`src/rtl/ps_event_detector.sv`:
```
// Hysteresis event detector for the ps feature stream: qualifies onset/release over
// consecutive accepted windows and reports alarm level, edge pulses, event peak and count.
module ps_event_detector #(
    parameter int unsigned input_width = 40,
    parameter int unsigned count_width = 8,
    parameter int unsigned ON_COUNT    = 3,
    parameter int unsigned OFF_COUNT   = 5
) (
    input  logic                          clk,
    input  logic                          rst,
    input  logic                          en,
    input  logic signed [input_width-1:0] din,
    input  logic                          din_valid,
    input  logic signed [input_width-1:0] thr_on,
    input  logic signed [input_width-1:0] thr_off,
    output logic                          alarm,
    output logic                          onset,
    output logic                          offset,
    output logic signed [input_width-1:0] peak,
    output logic [count_width-1:0]        event_cnt,
    output logic                          cfg_err
);

    typedef enum logic [1:0] {StQuiet, StArming, StAlarm, StDisarming} state_e;

    localparam logic [count_width-1:0] OnCnt  = count_width'(ON_COUNT);
    localparam logic [count_width-1:0] OffCnt = count_width'(OFF_COUNT);

    state_e                         state_q, state_d;
    logic [count_width-1:0]         run_q, run_d, run_inc;
    logic signed [input_width-1:0]  work_peak_q, work_peak_d, peak_max, thr_lo;
    logic signed [input_width-1:0]  peak_q, peak_d;
    logic [count_width-1:0]         event_cnt_q, event_cnt_d;
    logic                           alarm_q, alarm_d, onset_q, onset_d, offset_q, offset_d;
    logic                           cfg_err_q, cfg_bad;
    logic                           accept, hi, lo, rise, fall;

    assign accept   = din_valid & ~en;
    assign cfg_bad  = thr_off > thr_on;
    // A mis-ordered threshold pair collapses the band to a single threshold.
    assign thr_lo   = cfg_bad ? thr_on : thr_off;
    assign hi       = din > thr_on;
    assign lo       = din <= thr_lo;
    assign peak_max = (din > work_peak_q) ? din : work_peak_q;
    assign run_inc  = run_q + count_width'(1);

    always_ff @(posedge clk or posedge rst) begin
        if (rst) begin
            state_q     <= StQuiet;
            run_q       <= '0;
            work_peak_q <= '0;
            alarm_q     <= 1'b0;
            onset_q     <= 1'b0;
            offset_q    <= 1'b0;
            peak_q      <= '0;
            event_cnt_q <= '0;
            cfg_err_q   <= 1'b0;
        end else begin
            state_q     <= state_d;
            run_q       <= run_d;
            work_peak_q <= work_peak_d;
            alarm_q     <= alarm_d;
            onset_q     <= onset_d;
            offset_q    <= offset_d;
            peak_q      <= peak_d;
            event_cnt_q <= event_cnt_d;
            cfg_err_q   <= cfg_bad;
        end
    end

    always_comb begin
        state_d     = state_q;
        run_d       = run_q;
        work_peak_d = work_peak_q;
        rise        = 1'b0;
        fall        = 1'b0;
        if (accept) begin
            unique case (state_q)
                StQuiet: begin
                    if (hi) begin
                        work_peak_d = din;
                        if (ON_COUNT == 1) begin
                            state_d = StAlarm;
                            rise    = 1'b1;
                        end else begin
                            state_d = StArming;
                            run_d   = count_width'(1);
                        end
                    end
                end
                StArming: begin
                    if (hi) begin
                        work_peak_d = peak_max;
                        if (run_inc == OnCnt) begin
                            state_d = StAlarm;
                            run_d   = '0;
                            rise    = 1'b1;
                        end else begin
                            run_d = run_inc;
                        end
                    end else begin
                        state_d = StQuiet;
                        run_d   = '0;
                    end
                end
                StAlarm: begin
                    work_peak_d = peak_max;
                    if (lo) begin
                        if (OFF_COUNT == 1) begin
                            state_d = StQuiet;
                            fall    = 1'b1;
                        end else begin
                            state_d = StDisarming;
                            run_d   = count_width'(1);
                        end
                    end
                end
                StDisarming: begin
                    work_peak_d = peak_max;
                    if (lo) begin
                        if (run_inc == OffCnt) begin
                            state_d = StQuiet;
                            run_d   = '0;
                            fall    = 1'b1;
                        end else begin
                            run_d = run_inc;
                        end
                    end else begin
                        state_d = StAlarm;
                        run_d   = '0;
                    end
                end
                default: ;
            endcase
        end
    end

    always_comb begin
        alarm_d     = (state_d == StAlarm) || (state_d == StDisarming);
        onset_d     = rise;
        offset_d    = fall;
        peak_d      = fall ? work_peak_d : peak_q;
        event_cnt_d = event_cnt_q;
        if (fall && (event_cnt_q != '1)) begin
            event_cnt_d = event_cnt_q + count_width'(1);
        end
    end

    assign alarm     = alarm_q;
    assign onset     = onset_q;
    assign offset    = offset_q;
    assign peak      = peak_q;
    assign event_cnt = event_cnt_q;
    assign cfg_err   = cfg_err_q;

endmodule

```
`config.mk`:
```
export PLATFORM = sky130hd
export DESIGN_NAME = ps_event_detector
export DESIGN_NICKNAME = d
export VERILOG_FILES = /design/src/rtl/ps_event_detector.sv
export SDC_FILE = /design/constraint.sdc
export NUM_CORES = 1
export LEC_CHECK = 0
export BUFFER_PORTS_ARGS = -buffer_cell sky130_fd_sc_hd__buf_2
export CORE_UTILIZATION = 52
export DETAILED_ROUTE_END_ITERATION = 10
export GPL_TIMING_DRIVEN = 1
export PLACE_DENSITY_LB_ADDON = 0.1
export REMOVE_ABC_BUFFERS = 1
export SETUP_SLACK_MARGIN = 0.05
export SLEW_MARGIN = 25
export SYNTH_ARGS = -nofsm -noshare
export SYNTH_HDL_FRONTEND = slang
export SYNTH_SLANG_ARGS = --single-unit
export TNS_END_PERCENT = 1
```
`constraint.sdc`:
```
create_clock -name clk -period 3.44 [get_ports clk]
set_clock_uncertainty 0.1 [all_clocks]
set_input_delay 0.688 -clock clk [delete_from_list [all_inputs] [get_ports clk]]
set_output_delay 0.688 -clock clk [all_outputs]
set_load 0.05 [all_outputs]
```
==> results of run 1 <==
## sequential cells by signal, summed over array words and instances (netlist names)
register     cells
onset            1
alarm            1
state_q          2
work_peak_q     40
offset           1
run_q            8
event_cnt        8
cfg_err          1
peak            40
## worst min-delay path by stage
stage	startpoint	endpoint	slack [ps]	cells after the start
after detailed placement	peak[22]	peak[22]	390	2
final	rst	peak[26]	390	2
after CTS	event_cnt[6]	event_cnt[6]	400	1
after floorplan	work_peak_q[18]	peak[18]	380	2
after global routing	peak[6]	peak[6]	420	2
after global placement	event_cnt[4]	event_cnt[4]	370	1
## routing by layer
metal | vias to the layer above | wire length [microns] | track usage (%)
met3 | 80 | 1640 | 6.35
met1 | 4287 | 12200 | 39.4
li1 | 4257 | - | -
met2 | 330 | 13500 | 51.3
met5 | - | 0 | 0
met4 | 0 | 1100 | 14.0
## cells in the final DEF (no fill, tap or decap), types with 11 or more instances in the layout
| cell type | n |
|---|---|
| a21o_1 | 20 |
| a21oi_1 | 60 |
| a22oi_1 | 17 |
| a22oi_2 | 21 |
| buf_12 | 12 |
| buf_2 | 171 |
| buf_4 | 180 |
| clkbuf_16 | 12 |
| dfrtp_1 | 102 |
| ha_1 | 152 |
| ha_4 | 11 |
| inv_1 | 82 |
| mux2_4 | 32 |
| mux2i_1 | 42 |
| nand2_1 | 109 |
| nand3_1 | 18 |
| nand4_1 | 39 |
| nor2_1 | 30 |
| o21ai_0 | 17 |
## critical path: stages
cell and delay [ps]:
buf_2 110, inv_1 120, ha_4 220, a21o_1 190, a21o_1 210, a21oi_2 140, o21ai_1 100, nand4_1 160
o311ai_4 120, nor3_2 220, mux2i_4 340, buf_6 200, mux2i_1 100, ha_1 320, nand4_1 160, nor4_2 330
buf_4 170, nor3b_4 230, o311ai_4 170, and4_4 240, o31ai_4 290, nor2_4 160, clkbuf_16 200, a22oi_2 160
nand2_1 110
## final cells by class
type	instances	area share (%)
clock buffer	10	1.88
sequential	102	20.1
timing repair buffer	381	21.4
clock inverter	6	0.433
multi-input combinational	740	51.4
tap	220	2.16
inverter	90	2.71
## power groups by stage
stage                     combinational, W  clock, W  sequential [W]
after floorplan                    0.00177         0         0.00206
after global placement             0.00298         0         0.00184
after detailed placement           0.00306         0         0.00185
after CTS                          0.00318   0.00107         0.00183
after global routing               0.00364   0.00111         0.00191
final                              0.00334   0.00105         0.00188
## kinds of logic (layout without fill, tap and decap cells)
group           count (synthesis)  count (layout)  synth area share (%)
compound gates                212             212                  15.9
xor+xnor                        9               9                 0.876
fa+ha+maj                     164             164                  22.8
buf+inv                       115             487                  5.48
flops                         102             102                  28.4
mux                            88              88                  11.6
simple gates                  267             267                  14.9
## repair_timing
item,in CTS,in global routing
cloned,2,2
pin swaps,26,62
setup endpoints to repair,60,99
gates resized for setup,66,80
setup buffers,13,16
## through the flow
stage                     setup WS [ps]  hold slack, ps  TNS (ps)  total power, W  instances
after global placement            -2620             372   -151780         0.00482       1502
after global routing              -2110             423   -116700         0.00666       1549
after detailed placement          -2840             389   -163190         0.00491       1502
after CTS                         -1710             404    -98360         0.00609       1532
after floorplan                   -5290             380   -311620         0.00383        932
final                             -1910             394   -104360         0.00627       1549
==> metrics.yaml, run 1 <==
status: "complete, but fails checks"
violations: "negative setup slack"
setup_viol: 60
drc: 0
antenna_found_initial: 1
worst_setup_path_start_kind: "input port"
fill_cells: 1136
final_core_util_pct: 75.9
pwr-share-clk_pct: 16.8
ir_drop_uv: 379
routed_via_density: 5.78
cts_inserted_buffers: 9
cts_tree: "yes"
area_growth_pct: 41.4
synthFlopType: "dfrtp_1"
dp_hpwl_microns: 20600
ctsHoldBuffers: 0
grt_max_degree: 67
dpl_cell_area_sq_um: 11400
p_sw_w: 0.00262
crit_fanout: 8
hp-class: "in -> async"
synthesis.area_sq_um: 9000
multiInputGateArea_sq_um: 6540
die-height_microns: 134
worst_ep_required_time_ps: 3570
drt_pre_antenna_iters: 5
core_area_sq_um: 16800
combinationalPowerShare_pct: 53.3
seq_area_frac_synth_pct: 28.4
final.min_clock_period_ps: 5350
r2r_start: "work_peak_q[23]"
row_count: 47
powerDensity_nw_per_um2: 493
synth_seq_cells: 102
fin_nets: 1612
max_cap_violations: 0
synth_async_sr_flop_share_pct: 100
worst_pin_slew_ps: 854
synthCells: 957
clockBufferDepth: 2
drv_slew: 0
dr.first_iter.drc_count: 481
fin_crit_sh_pct: 156
start_util_pct: 53.7
yosys.cell_count.top_type: "ha_1"
endpoint: "peak[36]"
rsz0062_at_grt: "true"
clkTransAtPathRegs_ps: 80
pin_count: 176
r2r_end: "peak[36]"
internal-power_w: 0.00365
grt_use_total_pct: 31.2
synthTopCellsByArea: "dfrtp_1 28%, ha_1 23%, mux2i_1 5.2%"
yosys-top-cells-count: "164 x ha_1, 110 x nand2_1, 102 x dfrtp_1"
num_antenna_cells: 0
vias: 8954
clk_latency_ps: 360
design_area_sq_um: 12700
p_leak_nw: 6.77
postRouteAntennaNets: 0
pwr-share-seq_pct: 29.9
overflow: 0
syn_area_per_cell_sq_um: 9.40
hold_violations: 0
rrSetupSlack_ps: 200
yosys_warnings: 0
crit_path_end_kind: "flop"
drt-total-wl_microns: 28400
crit_start: "thr_on[25]"
die_area_sq_um: 17800
setup_slack_ps: -1910
yosys.area.top_type: "dfrtp_1"
arrival_ps: 5490
swShare_pct: 41.8
synth-edff-count: 0
drive_gt1_share_pct: 40.6
grt_pass1_vias: 8898
gp_congestion: 0.869
cts.root.buffer_cell: "clkbuf_16"
port_buffers: 175
fmax_mhz: 187
die_w_microns: 134
slew_headroom_pct: 43.1
grt_pass1_wl_microns: 43700
yosys.cell_types.count: 66
clock-sinks: 102
netlist.area_leader.share_pct: 28.4
ff_latch_area_sq_um: 2550
worstRegToRegCells: 13
critical_path_class: "in -> reg"
htreeDepth: 3
wire_per_inst_microns: 18.3
No activity file was read; power rests on OpenSTA's default activity.
==> inputs of run 2 (changes only) <==
--- a/config.mk
+++ b/config.mk
@@ -6,12 +6,14 @@
 export NUM_CORES = 1
 export LEC_CHECK = 0
 export BUFFER_PORTS_ARGS = -buffer_cell sky130_fd_sc_hd__buf_2
-export CORE_UTILIZATION = 52
+export CORE_UTILIZATION = 57
 export DETAILED_ROUTE_END_ITERATION = 10
 export GPL_TIMING_DRIVEN = 1
+export MAX_ROUTING_LAYER = met4
 export PLACE_DENSITY_LB_ADDON = 0.1
 export REMOVE_ABC_BUFFERS = 1
 export SETUP_SLACK_MARGIN = 0.05
+export SKIP_CTS_REPAIR_TIMING = 1
 export SLEW_MARGIN = 25
 export SYNTH_ARGS = -nofsm -noshare
 export SYNTH_HDL_FRONTEND = slang
==> constraint.sdc (replaced) <==
create_clock -name clk -period 5 [get_ports clk]
set_clock_uncertainty 0.1 [all_clocks]
set_input_delay 1 -clock clk [delete_from_list [all_inputs] [get_ports clk]]
set_output_delay 1 -clock clk [all_outputs]
set_load 0.05 [all_outputs]
==> metrics.yaml, run 2 (synthesis results as in run 1) <==
status: "complete, but fails checks"
violations: "negative setup slack"
slew_headroom_pct: 41.0  # -2.1 points
arrival_ps: 5770  # +280 ps
final_core_util_pct: 76.4  # +0.47 points
drive_gt1_share_pct: 34.0  # -6.7 points
start_util_pct: 58.8  # +5.1 points
wire_per_inst_microns: 17.8  # -2.7%
setup_viol: 60  # unchanged
crit_start: "thr_on[21]"
rrSetupSlack_ps: 1540  # +1340 ps
p_leak_nw: 6.26  # -7.6%
gp_congestion: 0.926  # +6.6%
layout_commonest_cell: "buf_2"
cts_inserted_buffers: 9  # unchanged
fin_crit_sh_pct: 112
place_ws_ps: -1410  # +1420 ps
final.min_clock_period_ps: 5620
htreeDepth: 3  # unchanged
layout_common_cells: "172 x buf_2, 151 x ha_1, 109 x buf_4"
critical_path_class: "in -> reg"
grt_max_degree: 72  # +7.5%
vias: 8498  # -5.1%
drt-total-wl_microns: 26000  # -8.6%
routed_via_density: 5.84  # +1.0%
die-height_microns: 128  # -4.4%
crit_path_end_kind: "flop"
min-delay-start: "event_cnt[4]"
clockBufferDepth: 2  # unchanged
worstRegToRegCells: 12  # -1
overflow: 0  # unchanged
r2r_start: "work_peak_q[25]"
drv_slew: 0  # unchanged
powerDensity_nw_per_um2: 347  # -30%
port_buffers: 175  # unchanged
hp-class: "reg -> reg"
drt_pre_antenna_iters: 5  # unchanged
clk_latency_ps: 370  # about the same
clkTransAtPathRegs_ps: 70  # about the same
worst_pin_slew_ps: 885  # +30.9 ps
hold_violations: 0  # unchanged
fmax_mhz: 178
cts_tree: "yes"
die_area_sq_um: 16300  # -8.6%
endpoint: "run_q[7]"
worst_setup_path_start_kind: "input port"
area_growth_pct: 30.0
whs_ps: 381  # -13.4 ps
grt_pass1_vias: 8231  # -7.5%
grt_pass1_wl_microns: 40500  # -7.3%
row_count: 45  # -4.3%
pin_count: 176  # unchanged
worst_ep_required_time_ps: 5150  # +1580 ps
power.total_w: 0.00406  # -35%
rsz0062_at_grt: "true"
r2r_end: "work_peak_q[18]"
setup_slack_ps: -616  # +1300 ps
antenna_found_initial: 1  # unchanged
crit_fanout: 5  # -3
postRouteAntennaNets: 0  # unchanged
ir_drop_uv: 253  # -33%
clock-sinks: 102  # unchanged
drc: 0  # unchanged
core_area_sq_um: 15300  # -8.6%
fin_nets: 1527  # -5.3%
dp_hpwl_microns: 19900  # -3.4%
max_cap_violations: 0  # unchanged
dr.first_iter.drc_count: 411  # -15%
die_w_microns: 128  # -4.4%
grt_use_total_pct: 32.9  # +1.7 points
cts.root.buffer_cell: "clkbuf_16"
==> run 2: cell type report <==
| class | instances | area [sq um] |
|---|---|---|
| antenna | 1 | 2.50 |
| clock buffer | 12 | 236 |
| clock inverter | 3 | 46.3 |
| fill | 1121 | 3610 |
| inverter | 90 | 343 |
| multi-input combinational | 740 | 6350 |
| sequential | 102 | 2550 |
| tap | 211 | 264 |
| timing repair buffer | 296 | 1900 |
==> run 2: worst min path at each step <==
stage | to | slack [ps] | depth (start not counted)
CTS | event_cnt[4] | 390 | 1
global placement | event_cnt[4] | 370 | 1
finish | event_cnt[4] | 380 | 1
global route | event_cnt[4] | 410 | 1
detailed placement | event_cnt[4] | 370 | 1
floorplan | peak[18] | 380 | 2
==> run 2: routing by layer <==
| layer | part of all wire [%] | track usage (%) |
|---|---|---|
| met5 | 0 | - |
| met4 | 2.8 | 11.3 |
| met3 | 6.7 | 6.05 |
| met2 | 47 | 53.9 |
| met1 | 43 | 40.8 |
==> run 2: worst max-delay path, stage by stage <==
cell,delay [ps]
buf_2,110
inv_1,60
ha_1,310
a21o_1,180
a21o_1,180
a21oi_2,120
o21ai_1,110
a21oi_1,140
o21ai_1,120
nor3_4,230
mux2i_4,410
buf_6,200
mux2i_1,220
ha_1,180
nand4_1,150
nor4_2,260
buf_4,160
nor3b_4,220
o311ai_2,150
buf_4,170
a21oi_4,180
o31ai_4,110
buf_6,160
a31o_2,260
buf_4,140
a22o_1,220
==> run 2: report_power, final <==
| group | leakage [nW] | switching [W] | total [W] | internal (W) |
|---|---|---|---|---|
| Clock | 0.133 | 0.000327 | 0.000714 | 0.000388 |
| Sequential | 1.33 | 0.000207 | 0.00127 | 0.00106 |
| Combinational | 4.80 | 0.00114 | 0.00207 | 0.000932 |
==> run 2: metrics by stage <==
stage	TNS [ps]	cells	area (sq um)
after floorplan	-229050	932	8840
after global placement	-69650	1427	10900
after detailed placement	-73000	1427	10900
after CTS	-52210	1442	11200
after global routing	-44530	1455	11700
final	-29330	1455	11700
==> inputs of run 3 (changes only) <==
--- a/config.mk
+++ b/config.mk
@@ -10,7 +10,7 @@
 export DETAILED_ROUTE_END_ITERATION = 10
 export GPL_TIMING_DRIVEN = 1
 export MAX_ROUTING_LAYER = met4
-export PLACE_DENSITY_LB_ADDON = 0.1
+export PLACE_DENSITY_LB_ADDON = 0.2
 export REMOVE_ABC_BUFFERS = 1
 export SETUP_SLACK_MARGIN = 0.05
 export SKIP_CTS_REPAIR_TIMING = 1
==> metrics.yaml, run 3 (synthesis results as in run 1) <==
status: "complete, but fails checks"
violations: "negative setup slack"
worst_pin_slew_ps: 705  # -179 ps
worstRegToRegCells: 11  # -1
place_ws_ps: -1670  # -260 ps
crit_start: "thr_on[9]"
area_growth_pct: 33.5
cts_inserted_buffers: 9  # unchanged
rsz0062_at_grt: "true"
fin_nets: 1548  # +1.4%
clockBufferDepth: 2  # unchanged
port_buffers: 175  # unchanged
fill_cells: 1026  # -8.5%
cts_tree: "yes"
internal-power_w: 0.00238  # about the same
grt_max_degree: 79  # +9.7%
critical_path_class: "in -> reg"
drt_pre_antenna_iters: 5  # unchanged
route.met2.wl_microns: 13600  # +10%
wl_met3_microns: 1740  # +0.52%
grt_use_total_pct: 33.1  # +0.26 points
hp-class: "reg -> reg"
row_count: 45  # unchanged
r2r_start: "work_peak_q[39]"
swShare_pct: 42.0  # +0.66 points
fmax_mhz: 172  # -3.6%
layout_commonest_cell: "buf_2"
combinationalPowerShare_pct: 52.2  # +1.1 points
final.min_clock_period_ps: 5820  # +208 ps
setup_slack_ps: -824  # -208 ps
clk_latency_ps: 370  # about the same
drc: 0  # unchanged
postRouteAntennaNets: 0  # unchanged
crit_fanout: 8  # +3
drt-total-wl_microns: 28200  # +8.7%
dpl_cell_area_sq_um: 10900  # +0.46%
powerDensity_nw_per_um2: 342  # -1.5%
clock-sinks: 102  # unchanged
die_area_sq_um: 16300  # unchanged
multiInputGateArea_sq_um: 6310  # -0.63%
drive_gt1_share_pct: 35.4  # +1.5 points
worst_setup_path_start_kind: "input port"
antenna_found_initial: 0  # -1
fin_crit_sh_pct: 116  # +4.2 points
pin_count: 176  # unchanged
design_area_sq_um: 12000  # +2.7%
p_sw_w: 0.00172  # +2.8%
pwr-share-clk_pct: 16.7  # -0.9 points
die-height_microns: 128  # unchanged
worst_ep_required_time_ps: 5190  # +40 ps
dr.first_iter.drc_count: 729  # +77%
ff_latch_area_sq_um: 2550  # unchanged
slew_headroom_pct: 53.0  # +12 points
arrival_ps: 6020  # +250 ps
r2r_end: "work_peak_q[39]"
layout_common_cells: "158 x buf_2, 148 x ha_1, 128 x buf_4"
num_antenna_cells: 0  # -1
wire_per_inst_microns: 19.1  # +7.2%
max_cap_violations: 0  # unchanged
core_area_sq_um: 15300  # unchanged
top_layer: "met4"
routed_via_density: 6.03  # +3.2%
drt-met1-wl_microns: 12200  # +9.0%
overflow: 0  # unchanged
drv_slew: 0  # unchanged
htreeDepth: 3  # unchanged
start_util_pct: 58.8  # unchanged
vias: 8893  # +4.6%
p_leak_nw: 6.38  # +2.0%
dp_hpwl_microns: 20400  # +2.7%
die_w_microns: 128  # unchanged
pwr-share-seq_pct: 31.1  # -0.2 points
rrSetupSlack_ps: 1510  # -30 ps
clkTransAtPathRegs_ps: 70  # about the same
grt_pass1_vias: 8308  # +0.94%
gp_congestion: 0.985  # +6.3%
grt_pass1_wl_microns: 40700  # +0.53%
ir_drop_uv: 215  # -15%
whs_ps: 392  # +11.3 ps
crit_path_end_kind: "flop"
cts.root.buffer_cell: "clkbuf_16"
endpoint: "event_cnt[6]"
hold_violations: 0  # unchanged
setup_viol: 60  # unchanged
run 3: cell types whose count changed in the layout (fill, tap and decap cells not counted), sizes merged:
cell / change
diode: -1
inv: +2
bufinv: -1
buf: +18
clkinvlp: +2
clkbuf: +1
run 3: final cells by class:
cell class	count	share of cell area (%)
tap	211	2.20
clock buffer	10	1.91
sequential	102	21.2
multi-input combinational	740	52.6
clock inverter	6	0.375
inverter	90	3.02
timing repair buffer	317	18.7
run 3: how the worst min path moves through the flow:
stage	to	from	cells past startpoint	slack, ps
6_report	event_cnt[4]	event_cnt[4]	1	390
3_3_place_gp	event_cnt[4]	event_cnt[4]	1	370
5_1_grt	event_cnt[6]	event_cnt[6]	1	410
2_1_floorplan	peak[18]	work_peak_q[18]	2	380
4_1_cts	event_cnt[4]	event_cnt[4]	1	400
3_5_place_dp	event_cnt[4]	event_cnt[4]	1	390
run 3: metrics by stage:
step	setup TNS [ps]	power (W)	util [%]	cells
floorplan	-229050	0.00263	-	932
global placement	-80650	0.00317	71.4	1432
detailed placement	-90240	0.00324	71.4	1432
CTS	-72360	0.00393	73.2	1448
global route	-48020	0.00435	78.4	1476
finish	-41970	0.00410	78.4	1476
run 3: routing by layer:
| metal | vias up | GRT usage (%) |
|---|---|---|
| li1 | 4147 | - |
| met1 | 4291 | 42.4 |
| met2 | 396 | 53.9 |
| met3 | 59 | 4.55 |
| met4 | 0 | 11.6 |
| met5 | - | - |
run 3: critical path: stages:
cell	delay (ps)
buf_2	110
inv_2	70
ha_4	200
a21o_1	190
a21o_1	200
a21o_1	180
a211oi_2	190
o21a_1	220
o311ai_4	110
nor3_4	200
mux2i_4	280
buf_12	160
buf_6	100
buf_8	110
mux2i_1	80
ha_1	310
nand4_1	160
nor4_2	370
nor3b_2	310
o311ai_2	150
buf_4	170
a21o_1	180
a311oi_2	220
buf_4	210
buf_6	120
nand4_1	120
buf_4	150
mux2i_1	110
run 3: power by group through the flow:
stage,registers [W],logic (W),clock network [W]
finish,0.00127,0.00214,0.000686
global route,0.00129,0.00233,0.000727
CTS,0.00126,0.00198,0.000686
detailed placement,0.00127,0.00196,0
global placement,0.00126,0.00190,0
floorplan,0.00141,0.00122,0
